--- config.mk ---
export PLATFORM = sky130hd
export DESIGN_NAME = arq_sw_tx
export DESIGN_NICKNAME = d
export VERILOG_FILES = /design/src/rtl/arq_sw_tx.sv
export SDC_FILE = /design/constraint.sdc
export NUM_CORES = 1
export LEC_CHECK = 0
export ABC_AREA = 1
export BUFFER_PORTS_ARGS = -buffer_cell sky130_fd_sc_hd__buf_2
export CORE_MARGIN = 4
export CORE_UTILIZATION = 48
export CTS_CLUSTER_SIZE = 8
export DETAILED_ROUTE_END_ITERATION = 8
export GPL_TIMING_DRIVEN = 0
export PLACE_DENSITY = 0.8
export SYNTH_ARGS = -nofsm -noshare
export SYNTH_HDL_FRONTEND = slang
export SYNTH_SLANG_ARGS = --single-unit
--- constraint.sdc ---
create_clock -name clk -period 1.7 [get_ports clk]
set_clock_uncertainty 0.05 [all_clocks]
set_input_delay 0.255 -clock clk [delete_from_list [all_inputs] [get_ports clk]]
set_output_delay 0.255 -clock clk [all_outputs]
set_load 0.01 [all_outputs]
--- src/rtl/arq_sw_tx.sv ---
// Stop-and-wait ARQ transmit controller: sends each frame through the FIFO/ECC stage and retries it on nack or timeout.
// Latency: capture edge t -> fifo_wr_en in t+1, fifo_rd_en in t+2, ack sampled in t+3, dst_valid in t+4 (best case).
// Backpressure: src_ready only in IDLE; with one frame in flight the downstream FIFO cannot overflow.
//
// Ports:
//   clk, rst_n                       clock, async active-low reset
//   src_valid/src_ready/src_data     frame input handshake (4-bit frames)
//   fifo_wr_en/fifo_rd_en/fifo_data  strobes and held frame to the FIFO stage
//   rsp_ack/rsp_nack/rsp_data        response pulses and decoded data from the ECC stage
//   dst_valid/dst_data               delivered frame (pulse / held value)
//   drop                             pulse when a frame is abandoned
//   busy                             controller is not idle
//   retry_total/drop_total           saturating retransmission and drop counters
module arq_sw_tx #(
   parameter int MAX_RETRY = 3,
   parameter int TIMEOUT   = 8,
   parameter int CNT_W     = 8
) (
   input  logic             clk,
   input  logic             rst_n,
   input  logic             src_valid,
   input  logic [3:0]       src_data,
   output logic             src_ready,
   output logic             fifo_wr_en,
   output logic             fifo_rd_en,
   output logic [3:0]       fifo_data,
   input  logic             rsp_ack,
   input  logic             rsp_nack,
   input  logic [3:0]       rsp_data,
   output logic             dst_valid,
   output logic [3:0]       dst_data,
   output logic             drop,
   output logic             busy,
   output logic [CNT_W-1:0] retry_total,
   output logic [CNT_W-1:0] drop_total
);

   localparam int AW = (MAX_RETRY > 0) ? $clog2(MAX_RETRY + 1) : 1;
   localparam int WW = (TIMEOUT > 1) ? $clog2(TIMEOUT) : 1;
   localparam logic [AW-1:0]    ATT_MAX   = AW'(MAX_RETRY);
   localparam logic [WW-1:0]    WAIT_LAST = WW'(TIMEOUT - 1);
   localparam logic [CNT_W-1:0] CNT_MAX   = '1;

   typedef enum logic [1:0] {
      S_IDLE,
      S_PUSH,
      S_POP,
      S_WAIT
   } state_t;

   state_t           r_state;
   state_t           w_next;
   logic [3:0]       r_frame;
   logic [AW-1:0]    r_attempt;
   logic [WW-1:0]    r_wait;
   logic             r_wr_en;
   logic             r_rd_en;
   logic             r_dst_vld;
   logic [3:0]       r_dst_dat;
   logic             r_drop;
   logic [CNT_W-1:0] r_retry_total;
   logic [CNT_W-1:0] r_drop_total;

   logic w_capture;
   logic w_deliver;
   logic w_retry;
   logic w_drop;
   logic w_wait_inc;
   logic w_fail;

   // A nack always fails the attempt, even with a simultaneous ack.
   // Timeout only fires when nothing arrived in the last allowed cycle.
   assign w_fail = rsp_nack || (!rsp_ack && (r_wait == WAIT_LAST));

   always_comb begin
      w_next     = r_state;
      w_capture  = 1'b0;
      w_deliver  = 1'b0;
      w_retry    = 1'b0;
      w_drop     = 1'b0;
      w_wait_inc = 1'b0;
      case (r_state)
         S_IDLE: begin
            if (src_valid) begin
               w_capture = 1'b1;
               w_next    = S_PUSH;
            end
         end
         S_PUSH: w_next = S_POP;
         S_POP:  w_next = S_WAIT;
         S_WAIT: begin
            if (w_fail) begin
               if (r_attempt < ATT_MAX) begin
                  w_retry = 1'b1;
                  w_next  = S_PUSH;
               end else begin
                  w_drop = 1'b1;
                  w_next = S_IDLE;
               end
            end else if (rsp_ack) begin
               w_deliver = 1'b1;
               w_next    = S_IDLE;
            end else begin
               w_wait_inc = 1'b1;
            end
         end
         default: w_next = S_IDLE;
      endcase
   end

   always_ff @(posedge clk or negedge rst_n) begin
      if (!rst_n) begin
         r_state       <= S_IDLE;
         r_frame       <= '0;
         r_attempt     <= '0;
         r_wait        <= '0;
         r_wr_en       <= 1'b0;
         r_rd_en       <= 1'b0;
         r_dst_vld     <= 1'b0;
         r_dst_dat     <= '0;
         r_drop        <= 1'b0;
         r_retry_total <= '0;
         r_drop_total  <= '0;
      end else begin
         r_state   <= w_next;
         // Strobes are registered from the next state so they line up with PUSH/POP.
         r_wr_en   <= (w_next == S_PUSH);
         r_rd_en   <= (w_next == S_POP);
         r_dst_vld <= w_deliver;
         r_drop    <= w_drop;

         if (w_capture) begin
            r_frame   <= src_data;
            r_attempt <= '0;
         end
         if (w_retry) begin
            r_attempt <= r_attempt + 1'b1;
            if (r_retry_total != CNT_MAX) r_retry_total <= r_retry_total + 1'b1;
         end
         if (w_drop && (r_drop_total != CNT_MAX)) r_drop_total <= r_drop_total + 1'b1;
         if (w_deliver) r_dst_dat <= rsp_data;

         if (r_state == S_POP)  r_wait <= '0;
         else if (w_wait_inc)   r_wait <= r_wait + 1'b1;
      end
   end

   assign src_ready   = (r_state == S_IDLE);
   assign busy        = (r_state != S_IDLE);
   // The held frame only changes on capture, which is also the edge entering PUSH.
   assign fifo_data   = r_frame;
   assign fifo_wr_en  = r_wr_en;
   assign fifo_rd_en  = r_rd_en;
   assign dst_valid   = r_dst_vld;
   assign dst_data    = r_dst_dat;
   assign drop        = r_drop;
   assign retry_total = r_retry_total;
   assign drop_total  = r_drop_total;

endmodule
==> summary.json, run 1 <==
{
  "layout": {
    "drive_above_1_share_pct": 22.43,
    "antennaDiodeCount": 0,
    "fill_cells": 317,
    "sequential_cell_area_um2": 875.8,
    "postLayoutCellArea_um2": 2068,
    "area_delta_synth_final_pct": 19.52,
    "nets": 289,
    "multiInputGateArea_um2": 782.0
  },
  "cts": {
    "cts-buffers-inserted": 5,
    "post-cts-setup-buffers": 0,
    "clock_insertion_delay_worst_skew_ns": 0.33,
    "ctsHtreeMaxLevel": 2,
    "clock_tree.buffer_depth": 2,
    "clock_transition_time_at_the_flip_flop_clock_pins_of_the_worst_setup_and_hold_paths_ns": 0.10,
    "cts_tree": "done",
    "numClockSinks": 35,
    "cts_root_buf": "sky130_fd_sc_hd__clkbuf_4"
  },
  "pwr": {
    "power.ir.vdd_worst_mv": 0.5207,
    "power_density_cells_nw_per_um2": 1257,
    "cellLeakagePower_uw": 0.001235
  },
  "floorplan": {
    "io-pin-count": 43,
    "core_area_um2": 3416,
    "start_util_pct": 50.66,
    "die-width_um": 68.04,
    "die_h_um": 68.04,
    "rows": 21,
    "die-area_um2": 4629
  },
  "sta": {
    "setup_viol": 0,
    "post-route-period-util_pct": 91.99,
    "final-hold-violation-count": 0,
    "fin_tns_setup_ns": 0,
    "post-route-min-period_ns": 1.564,
    "maxClockFrequency_mhz": 639.5,
    "timing_max_transition_violations_final": 0,
    "fin_ws_ns": 0.1362,
    "rsz_0062_raised_after_global_routing": "false",
    "timing.max_slew.rel_slack_pct": 49.98,
    "worst_margin_pin_slew_ns": 0.7503
  },
  "synth": {
    "synth.top_cells.by_area": "sky130_fd_sc_hd__dfrtp_1, sky130_fd_sc_hd__nand2_1, sky130_fd_sc_hd__nand3_1",
    "yosysWarnings": 0,
    "synth_edf_count": 0,
    "ys_async_sr_fraction_pct": 100.0,
    "most_frequently_used_cell_type_in_the_post_synthesis_netlist": "sky130_fd_sc_hd__nand2_1",
    "yosys_register_bits": 35,
    "synth_area_um2": 1730,
    "fraction_of_post_synthesis_cell_area_in_the_top_cell_type_by_area_pct": 50.61,
    "ys_top_cells_by_count": "sky130_fd_sc_hd__nand2_1, sky130_fd_sc_hd__dfrtp_1, sky130_fd_sc_hd__inv_1",
    "mappedNetlistNets": 239,
    "synth_ff_type": "sky130_fd_sc_hd__dfrtp_1",
    "syn_inst": 221,
    "yosysSeqAreaShare_pct": 50.61,
    "post-synth-top-area-cell": "sky130_fd_sc_hd__dfrtp_1",
    "yosys.cell_types.count": 19,
    "post_synth.cell_area_avg_um2": 7.830
  },
  "route": {
    "routed_wl_um": 3215,
    "firstDrtPassIters": 4,
    "drc": 0,
    "avgRoutedWirePerCell_um": 10.11,
    "dr_total_vias": 1508,
    "postRouteAntennaNets": 0,
    "first_iter_violations": 81,
    "vias_per_cell": 4.742
  },
  "worst_setup_path": {
    "path_class": "flip-flop to output port",
    "critical_path_required_ns": 1.39,
    "rr_endpoint": "retry_total[7]$_DFFE_PN0P_",
    "slack_of_the_worst_reg_to_reg_path_ns": 0.15,
    "largest_driver_fanout_on_the_critical_path": 7,
    "timing.critical_path.arrival_ns": 1.26,
    "reg2reg_depth": 9,
    "worstSetupStartpointType": "flip-flop",
    "r2r_start": "r_wait[0]$_DFFE_PN0P_",
    "worst_setup_path_end_kind": "output port"
  },
  "outcome": {
    "outcome": "finished, final reports clean"
  },
  "global_route": {
    "grt_pass1_vias": 1305,
    "global_route.usage.total_pct": 16.36,
    "global_route.overflow_total": 0,
    "grt_start_max_net_pins": 36,
    "grt_pass1_wl_um": 5520,
    "grt_antenna_before_repair": 0
  },
  "place": {
    "placed_cell_area_um2": 1998,
    "pre_cts_slack_ns": 0.07731,
    "io_buffers": 42,
    "finalWeightedCongestion": 0.7440,
    "hpwl_um": 2373
  },
  "hold_path": {
    "holdCritPathClass": "input port to flip-flop",
    "hold_worst_path_end": "dst_data[2]$_DFFE_PN0P_",
    "hold_path_startpoint": "rsp_data[2]",
    "whs_path_depth": 3
  },
  "flow_run": {
    "maxCapViolations": 0
  }
}
[power breakdown]
group          internal [uW]  total [uW]  leakage (uW)  switching (uW)
combinational            364         902      0.000746             538
sequential              1080        1270      0.000460             199
clock                    161         423     0.0000293             262
[cells in the final DEF, fill, tap and decap left out]
cell | Yosys | routed
sky130_fd_sc_hd__a21boi_1 | 1 | 1
sky130_fd_sc_hd__a21oi_1 | 1 | 1
sky130_fd_sc_hd__a21oi_4 | 1 | 1
sky130_fd_sc_hd__buf_2 | 0 | 42
sky130_fd_sc_hd__clkbuf_1 | 0 | 2
sky130_fd_sc_hd__clkbuf_4 | 0 | 5
sky130_fd_sc_hd__clkinv_1 | 1 | 1
sky130_fd_sc_hd__clkinv_2 | 0 | 1
sky130_fd_sc_hd__dfrtp_1 | 35 | 35
sky130_fd_sc_hd__dlygate4sd3_1 | 0 | 1
sky130_fd_sc_hd__ha_1 | 5 | 5
sky130_fd_sc_hd__inv_1 | 17 | 17
sky130_fd_sc_hd__inv_2 | 4 | 4
sky130_fd_sc_hd__nand2_1 | 107 | 107
sky130_fd_sc_hd__nand2_2 | 3 | 2
sky130_fd_sc_hd__nand2_4 | 0 | 1
sky130_fd_sc_hd__nand3_1 | 16 | 15
sky130_fd_sc_hd__nand3_2 | 0 | 1
sky130_fd_sc_hd__nand3b_1 | 2 | 2
sky130_fd_sc_hd__nand4_1 | 3 | 3
sky130_fd_sc_hd__nor2_1 | 9 | 9
sky130_fd_sc_hd__nor2_2 | 3 | 3
sky130_fd_sc_hd__nor2_4 | 1 | 1
sky130_fd_sc_hd__o21ai_0 | 6 | 6
sky130_fd_sc_hd__xnor2_1 | 3 | 3
sky130_fd_sc_hd__xor2_1 | 3 | 3
[worst max path at each step]
stage	slack, ns	start	end
CTS	0.06	drop_total[0]$_DFFE_PN0P_	drop_total[2]$_DFFE_PN0P_
global route	0.006	r_state[1]$_DFF_PN0_	busy
floorplan	0.26	drop_total[0]$_DFFE_PN0P_	drop_total[0]$_DFFE_PN0P_
global placement	0.12	drop_total[0]$_DFFE_PN0P_	drop_total[1]$_DFFE_PN0P_
detailed placement	0.08	drop_total[0]$_DFFE_PN0P_	drop_total[2]$_DFFE_PN0P_
finish	0.14	r_state[1]$_DFF_PN0_	busy
[timing repair]
item,in CTS,in global routing
hold endpoints to repair,35,0
endpoints found under the setup margin,0,10
hold buffers,1,0
gates resized for setup,0,2
[per-stage QoR]
stage	hold WS, ns	power [uW]	util [%]	instances
5_1_grt	0.04357	2852	60.55	318
4_1_cts	0.03713	2634	60.26	318
6_report	0.05860	2599	60.55	318
2_1_floorplan	-0.09059	1847	-	221
3_3_place_gp	0.3270	2169	58.50	309
3_5_place_dp	0.3218	2195	58.50	309
[worst max-delay path, cell delays in order, from the launching register on]
cell and delay (ns):
sky130_fd_sc_hd__dfrtp_1 0.47, sky130_fd_sc_hd__nor2_2 0.26, sky130_fd_sc_hd__inv_1 0.06, sky130_fd_sc_hd__buf_2 0.14
[layer usage]
layer / up-vias / share of wire (%) / track usage (%)
met3: 8 / 5.1 / 4.433
met5: - / 0 / 0
met4: 0 / 2.5 / 8.933
met2: 31 / 46 / 26.47
met1: 684 / 46 / 19.68
li1: 785 / - / -
[kinds of logic (layout without fill, tap and decap cells)]
logic type	count (synthesis)	in the layout	synth area share, %
flip-flops	35	35	50.61
AND/OR/NAND/NOR	144	144	34.56
buffers and inverters	22	73	4.772
XOR/XNOR	6	6	3.037
adder cells (fa/ha/maj)	5	5	3.615
AO/OA/AOI/OAI	9	9	3.399
[flip-flops by register name, indices dropped and copies added, names as in the netlist]
name and count:
r_state 2, retry_total 8, dst_data 4, drop_total 8
fifo_wr_en 1, dst_valid 1, fifo_rd_en 1, r_wait 3
fifo_data 4, drop 1, r_attempt 2
[cell type report]
cell class | count | share of cell area (%)
sequential | 35 | 42.35
multi-input combinational | 164 | 37.81
timing repair buffer | 43 | 10.65
inverter | 22 | 3.993
tap | 46 | 2.783
clock buffer | 7 | 2.178
clock inverter | 1 | 0.2420
Power figures use the tool's default switching activity.
==> run 2: changes to the inputs <==
--- a/config.mk
+++ b/config.mk
@@ -9,6 +9,7 @@
 export BUFFER_PORTS_ARGS = -buffer_cell sky130_fd_sc_hd__buf_2
 export CORE_MARGIN = 4
 export CORE_UTILIZATION = 48
+export CTS_BUF_LIST = sky130_fd_sc_hd__clkbuf_2
 export CTS_CLUSTER_SIZE = 8
 export DETAILED_ROUTE_END_ITERATION = 8
 export GPL_TIMING_DRIVEN = 0
==> run 2 against run 1 <==
  * Setup slack better by 0.025 ns
  * Cell count is 0.94% higher
  * Design area is 1.5% higher
  * Combinational power is 2% higher
  * Routed wire length is 1.6% higher
  * Core utilization is 0.92 points higher
  * Global-route usage stayed put
  * Register-to-register slack better by 0.02 ns
  * Power is 0.80% lower
  * First-iteration DRC count is 8.6% higher
  * Sequential power hardly changed
  * Hold slack worse by 0.030 ns
  * Largest power group unchanged
==> summary.json, run 2 (synthesis results as in run 1) <==
{
  "global_route": {
    "global_route.overflow_total": 0,
    "global_route.usage.met3_pct": 4.433,
    "grt_pass1_wl_um": 5540,
    "gr-usage-met1_pct": 19.79,
    "grt_start_max_net_pins": 36,
    "grt_antenna_before_repair": 0,
    "globalRoute.busiestLayer": "met2",
    "global_route.usage.total_pct": 16.36,
    "grt_pass1_vias": 1317,
    "met2_capacity_usage_during_global_routing_pct": 26.35
  },
  "layout": {
    "area_delta_synth_final_pct": 21.33,
    "drive_above_1_share_pct": 23.27,
    "nets": 292,
    "antennaDiodeCount": 0,
    "mostFrequentLayoutCells": "sky130_fd_sc_hd__nand2_1, sky130_fd_sc_hd__buf_2, sky130_fd_sc_hd__dfrtp_1",
    "final_common_cell": "sky130_fd_sc_hd__nand2_1"
  },
  "route": {
    "routed_wl_um": 3265,
    "avgRoutedWirePerCell_um": 10.17,
    "drc": 0,
    "vias_per_cell": 4.673,
    "first_iter_violations": 88,
    "postRouteAntennaNets": 0,
    "firstDrtPassIters": 4,
    "dr_total_vias": 1500
  },
  "floorplan": {
    "rows": 21,
    "die-width_um": 68.04,
    "die-area_um2": 4629,
    "io-pin-count": 43,
    "core_area_um2": 3416,
    "start_util_pct": 50.66,
    "die_h_um": 68.04
  },
  "outcome": {
    "outcome": "finished, final reports clean"
  },
  "worst_setup_path": {
    "critical_path_required_ns": 1.39,
    "slowest_delay_ns": 0.50,
    "path_class": "flip-flop to output port",
    "worstSetupEndpoint": "busy",
    "r2r_start": "drop_total[0]$_DFFE_PN0P_",
    "slack_of_the_worst_reg_to_reg_path_ns": 0.17,
    "timing.critical_path.max_delay_family": "flip-flops",
    "setup.worst_path.start": "r_state[1]$_DFF_PN0_",
    "buffers_plus_inverters_on_the_worst_setup_path": 2,
    "worstSetupStartpointType": "flip-flop",
    "timing.critical_path.arrival_ns": 1.23,
    "rr_endpoint": "drop_total[2]$_DFFE_PN0P_",
    "path_cells": "nor2_4 > inv_1 > buf_2",
    "critical_path_depth": 3,
    "largest_driver_fanout_on_the_critical_path": 7,
    "reg2reg_depth": 7,
    "worst_setup_path_end_kind": "output port",
    "cp_slowest_cell": "sky130_fd_sc_hd__dfrtp_2"
  },
  "cts": {
    "clock_insertion_delay_worst_skew_ns": 0.37,
    "clock_transition_time_at_the_flip_flop_clock_pins_of_the_worst_setup_and_hold_paths_ns": 0.16,
    "clock_tree.buffer_depth": 2,
    "ctsHtreeMaxLevel": 2,
    "cts_root_buf": "sky130_fd_sc_hd__clkbuf_2",
    "cts_tree": "done",
    "cts-buffers-inserted": 5,
    "numClockSinks": 35
  },
  "pwr": {
    "seq_power_share_pct": 49.8,
    "switching_share_pct": 39.34,
    "power_density_cells_nw_per_um2": 1228,
    "total_switching_power_uw": 1014,
    "share_clk_of_total_power_pct": 14.6,
    "cellLeakagePower_uw": 0.001252,
    "power.share.combinational_pct": 35.6,
    "power.ir.vdd_worst_mv": 0.5269,
    "p_int_uw": 1564
  },
  "sta": {
    "setup_viol": 0,
    "final-hold-violation-count": 0,
    "timing.max_slew.rel_slack_pct": 49.77,
    "post-route-period-util_pct": 90.51,
    "timing_max_transition_violations_final": 0,
    "maxClockFrequency_mhz": 649.9,
    "whs_ns": 0.02827,
    "post-route-min-period_ns": 1.539,
    "worst_margin_pin_slew_ns": 0.7535,
    "fin_tns_setup_ns": 0,
    "rsz_0062_raised_after_global_routing": "false"
  },
  "place": {
    "finalWeightedCongestion": 0.7440,
    "io_buffers": 42,
    "hpwl_um": 2373
  },
  "flow_run": {
    "maxCapViolations": 0
  },
  "hold_path": {
    "holdCritPathClass": "input port to flip-flop"
  }
}
run 2: final cells by class:
type,count,area [um2]
Clock buffer,7,35.03
Clock inverter,1,5.005
Fill cell,311,1316
Inverter,22,82.58
Multi-Input combinational cell,164,792.0
Sequential cell,35,877.1
Tap cell,46,57.56
Timing Repair Buffer,46,250.2
run 2: worst min path at each step:
| stage | start | to | slack, ns | cells after the start |
|---|---|---|---|---|
| final | rsp_data[1] | dst_data[1]$_DFFE_PN0P_ | 0.03 | 3 |
| after global routing | rsp_data[1] | dst_data[1]$_DFFE_PN0P_ | 0.002 | 3 |
| after CTS | rsp_data[1] | dst_data[1]$_DFFE_PN0P_ | 0.01 | 3 |
| after detailed placement | rst_n | retry_total[7]$_DFFE_PN0P_ | 0.32 | 1 |
| after global placement | rst_n | fifo_data[3]$_DFFE_PN0P_ | 0.33 | 1 |
| after floorplan | rst_n | drop$_DFF_PN0_ | -0.09 | 0 |
run 2: timing repair:
action                                  CTS  global route
hold buffers                              4             0
gates resized for setup                   0             5
setup buffers                             0             0
hold endpoints to repair                 38             0
endpoints found under the setup margin    0            15
run 2: tightest hold or removal path: cells and delay by family:
kind	cells	cell delay, ns
AND/OR/NAND/NOR	2	0.09
buffers and inverters	1	0.07
run 2: through the flow:
stage,utilization (%),area (um2),power (uW),worst slack (ns),instances
6_report,61.47,2100,2578,0.1614,321
2_1_floorplan,-,1730,1847,0.2600,221
3_3_place_gp,58.50,1998,2169,0.1152,309
4_1_cts,60.84,2078,2591,0.02634,321
3_5_place_dp,58.50,1998,2195,0.07731,309
5_1_grt,61.47,2100,2829,0.02689,321
run 2: power by group through the flow:
| stage | Sequential (uW) | Combinational (uW) | Clock [uW] |
|---|---|---|---|
| floorplan | 1350 | 492 | 0 |
| global placement | 1280 | 886 | 0 |
| detailed placement | 1290 | 903 | 0 |
| CTS | 1270 | 916 | 401 |
| global route | 1320 | 1060 | 446 |
| finish | 1280 | 918 | 376 |
run 2: layer usage:
layer	share of wire [%]	vias up	wire (um)
li1	-	791	-
met1	46	674	1511
met2	46	29	1499
met3	6.0	6	195
met4	1.8	0	58
met5	0	-	0
==> run 3: changes to the inputs <==
--- a/config.mk
+++ b/config.mk
@@ -13,6 +13,7 @@
 export CTS_CLUSTER_SIZE = 8
 export DETAILED_ROUTE_END_ITERATION = 8
 export GPL_TIMING_DRIVEN = 0
+export HOLD_SLACK_MARGIN = 0.15
 export PLACE_DENSITY = 0.8
 export SYNTH_ARGS = -nofsm -noshare
 export SYNTH_HDL_FRONTEND = slang
==> constraint.sdc (replaced) <==
create_clock -name clk -period 1.7 [get_ports clk]
set_clock_uncertainty 0.05 [all_clocks]
set_input_delay 0.255 -clock clk [delete_from_list [all_inputs] [get_ports clk]]
set_output_delay 0.255 -clock clk [all_outputs]
set_load 0.005 [all_outputs]
==> run 3 against run 2 <==
  * Hold slack improved by 0.21 ns
  * Sequential power barely moved
  * Global-route usage increased by 1.1 points
  * Die area stayed put
  * Critical endpoint is now fifo_data[0]$_DFFE_PN0P_
  * Largest cell class unchanged
==> summary.json, run 3 (synthesis results as in run 1) <==
{
  "layout": {
    "fill_cells": 299,
    "postLayoutCellArea_um2": 2208,
    "area_delta_synth_final_pct": 27.62,
    "fin_cells": 332,
    "mostFrequentLayoutCells": "sky130_fd_sc_hd__nand2_1, sky130_fd_sc_hd__buf_2, sky130_fd_sc_hd__dfrtp_1",
    "drive_above_1_share_pct": 22.03,
    "nets": 303,
    "final_common_cell": "sky130_fd_sc_hd__nand2_1",
    "antennaDiodeCount": 0
  },
  "place": {
    "io_buffers": 42,
    "hpwl_um": 2373,
    "finalWeightedCongestion": 0.7440,
    "post-place-cells": 309,
    "placed_cell_area_um2": 1998
  },
  "cts": {
    "post-cts-setup-buffers": 0,
    "ctsHtreeMaxLevel": 2,
    "clock_transition_time_at_the_flip_flop_clock_pins_of_the_worst_setup_and_hold_paths_ns": 0.16,
    "clock_insertion_delay_worst_skew_ns": 0.38,
    "cts_root_buf": "sky130_fd_sc_hd__clkbuf_2",
    "numClockSinks": 35,
    "cts-buffers-inserted": 5,
    "cts_tree": "done",
    "clock_tree.buffer_depth": 2
  },
  "route": {
    "dr_total_vias": 1555,
    "firstDrtPassIters": 4,
    "drc": 0,
    "routed_wl_um": 3586,
    "vias_per_cell": 4.684,
    "first_iter_violations": 90,
    "avgRoutedWirePerCell_um": 10.80,
    "postRouteAntennaNets": 0
  },
  "worst_setup_path": {
    "largest_driver_fanout_on_the_critical_path": 7,
    "worstSetupStartpointType": "flip-flop",
    "path_class": "flip-flop to flip-flop",
    "critical_path_required_ns": 1.98,
    "timing.critical_path.arrival_ns": 1.84,
    "worst_setup_path_end_kind": "flip-flop"
  },
  "global_route": {
    "grt_start_max_net_pins": 36,
    "grt_pass1_vias": 1378,
    "global_route.usage.total_pct": 17.51,
    "grt_antenna_before_repair": 0,
    "grt_pass1_wl_um": 5892,
    "global_route.overflow_total": 0
  },
  "sta": {
    "rsz_0062_raised_after_global_routing": "false",
    "setup_viol": 0,
    "maxClockFrequency_mhz": 642.3,
    "final-hold-violation-count": 0,
    "post-route-period-util_pct": 91.58,
    "whs_ns": 0.2397,
    "timing.max_slew.rel_slack_pct": 49.01,
    "fin_tns_setup_ns": 0,
    "post-route-min-period_ns": 1.557,
    "worst_margin_pin_slew_ns": 0.7648,
    "timing_max_transition_violations_final": 0
  },
  "floorplan": {
    "io-pin-count": 43,
    "die_h_um": 68.04,
    "start_util_pct": 50.66,
    "rows": 21,
    "die-width_um": 68.04,
    "die-area_um2": 4629,
    "core_area_um2": 3416
  },
  "flow_run": {
    "maxCapViolations": 0
  },
  "outcome": {
    "outcome": "finished, final reports clean"
  },
  "pwr": {
    "cellLeakagePower_uw": 0.001289,
    "power_density_cells_nw_per_um2": 1153,
    "power.ir.vdd_worst_mv": 0.5284
  },
  "hold_path": {
    "holdCritPathClass": "input port to flip-flop"
  }
}
[run 3: changes by cell type in the layout (fill, tap and decap cells not counted), sizes merged]
cell / delta
dlygate4sd3: +11
[run 3: worst paths after layout]
kind | from | endpoint | slack (ns) | cells past startpoint
setup / recovery | r_state[1]$_DFF_PN0_ | fifo_data[0]$_DFFE_PN0P_ | 0.14 | 4
max in group asynchronous | rst_n | drop_total[1]$_DFFE_PN0P_ | 0.70 | 2
setup reg to reg | r_state[1]$_DFF_PN0_ | fifo_data[0]$_DFFE_PN0P_ | 0.14 | 4
hold reg to reg | dst_data[0]$_DFFE_PN0P_ | dst_data[0]$_DFFE_PN0P_ | 0.45 | 2
hold / removal | rsp_nack | r_state[0]$_DFF_PN0_ | 0.24 | 5
min in group asynchronous | rst_n | retry_total[7]$_DFFE_PN0P_ | 0.41 | 2
[run 3: area by class of cell]
type	instances	area, um2	area share (%)
Clock buffer	7	35.03	1.586
Clock inverter	1	5.005	0.2266
Inverter	22	82.58	3.739
Multi-Input combinational cell	164	792.0	35.86
Sequential cell	35	875.8	39.66
Tap cell	46	57.56	2.606
Timing Repair Buffer	57	360.3	16.32
[run 3: stage by stage]
stage | total power, uW | worst slack, ns | util, %
global placement | 2088 | 0.1152 | 58.50
floorplan | 1770 | 0.2899 | -
global route | 2785 | 0.009715 | 64.65
CTS | 2540 | 0.03907 | 64.07
detailed placement | 2114 | 0.07731 | 58.50
finish | 2546 | 0.1431 | 64.65
[run 3: where the power goes]
group	leakage, uW	switching (uW)	internal, uW	total [uW]
clock network	0.0000330	272	112	385
logic	0.000796	480	398	878
registers	0.000460	210	1070	1280
total	0.00129	962	1580	2550
[run 3: worst max-delay path, cell delays in order, from the launching register on]
cell                            delay [ns]
sky130_fd_sc_hd__dfrtp_1              0.50
sky130_fd_sc_hd__nor2_4               0.20
sky130_fd_sc_hd__nand3_1              0.11
sky130_fd_sc_hd__dlygate4sd3_1        0.58
sky130_fd_sc_hd__nand2_1              0.07
[run 3: timing repair]
item	4_1_cts	5_1_grt
resized for setup	0	4
hold buffers	15	0
endpoints found under the setup margin	0	18
hold endpoints to repair	44	0
[run 3: metal layers]
layer | GRT usage (%) | share of wire [%] | vias up
met5 | 0 | 0 | -
met4 | 9.677 | 2.0 | 0
met3 | 4.598 | 5.1 | 8
met2 | 29.00 | 49 | 29
met1 | 20.53 | 44 | 707
li1 | - | - | 811
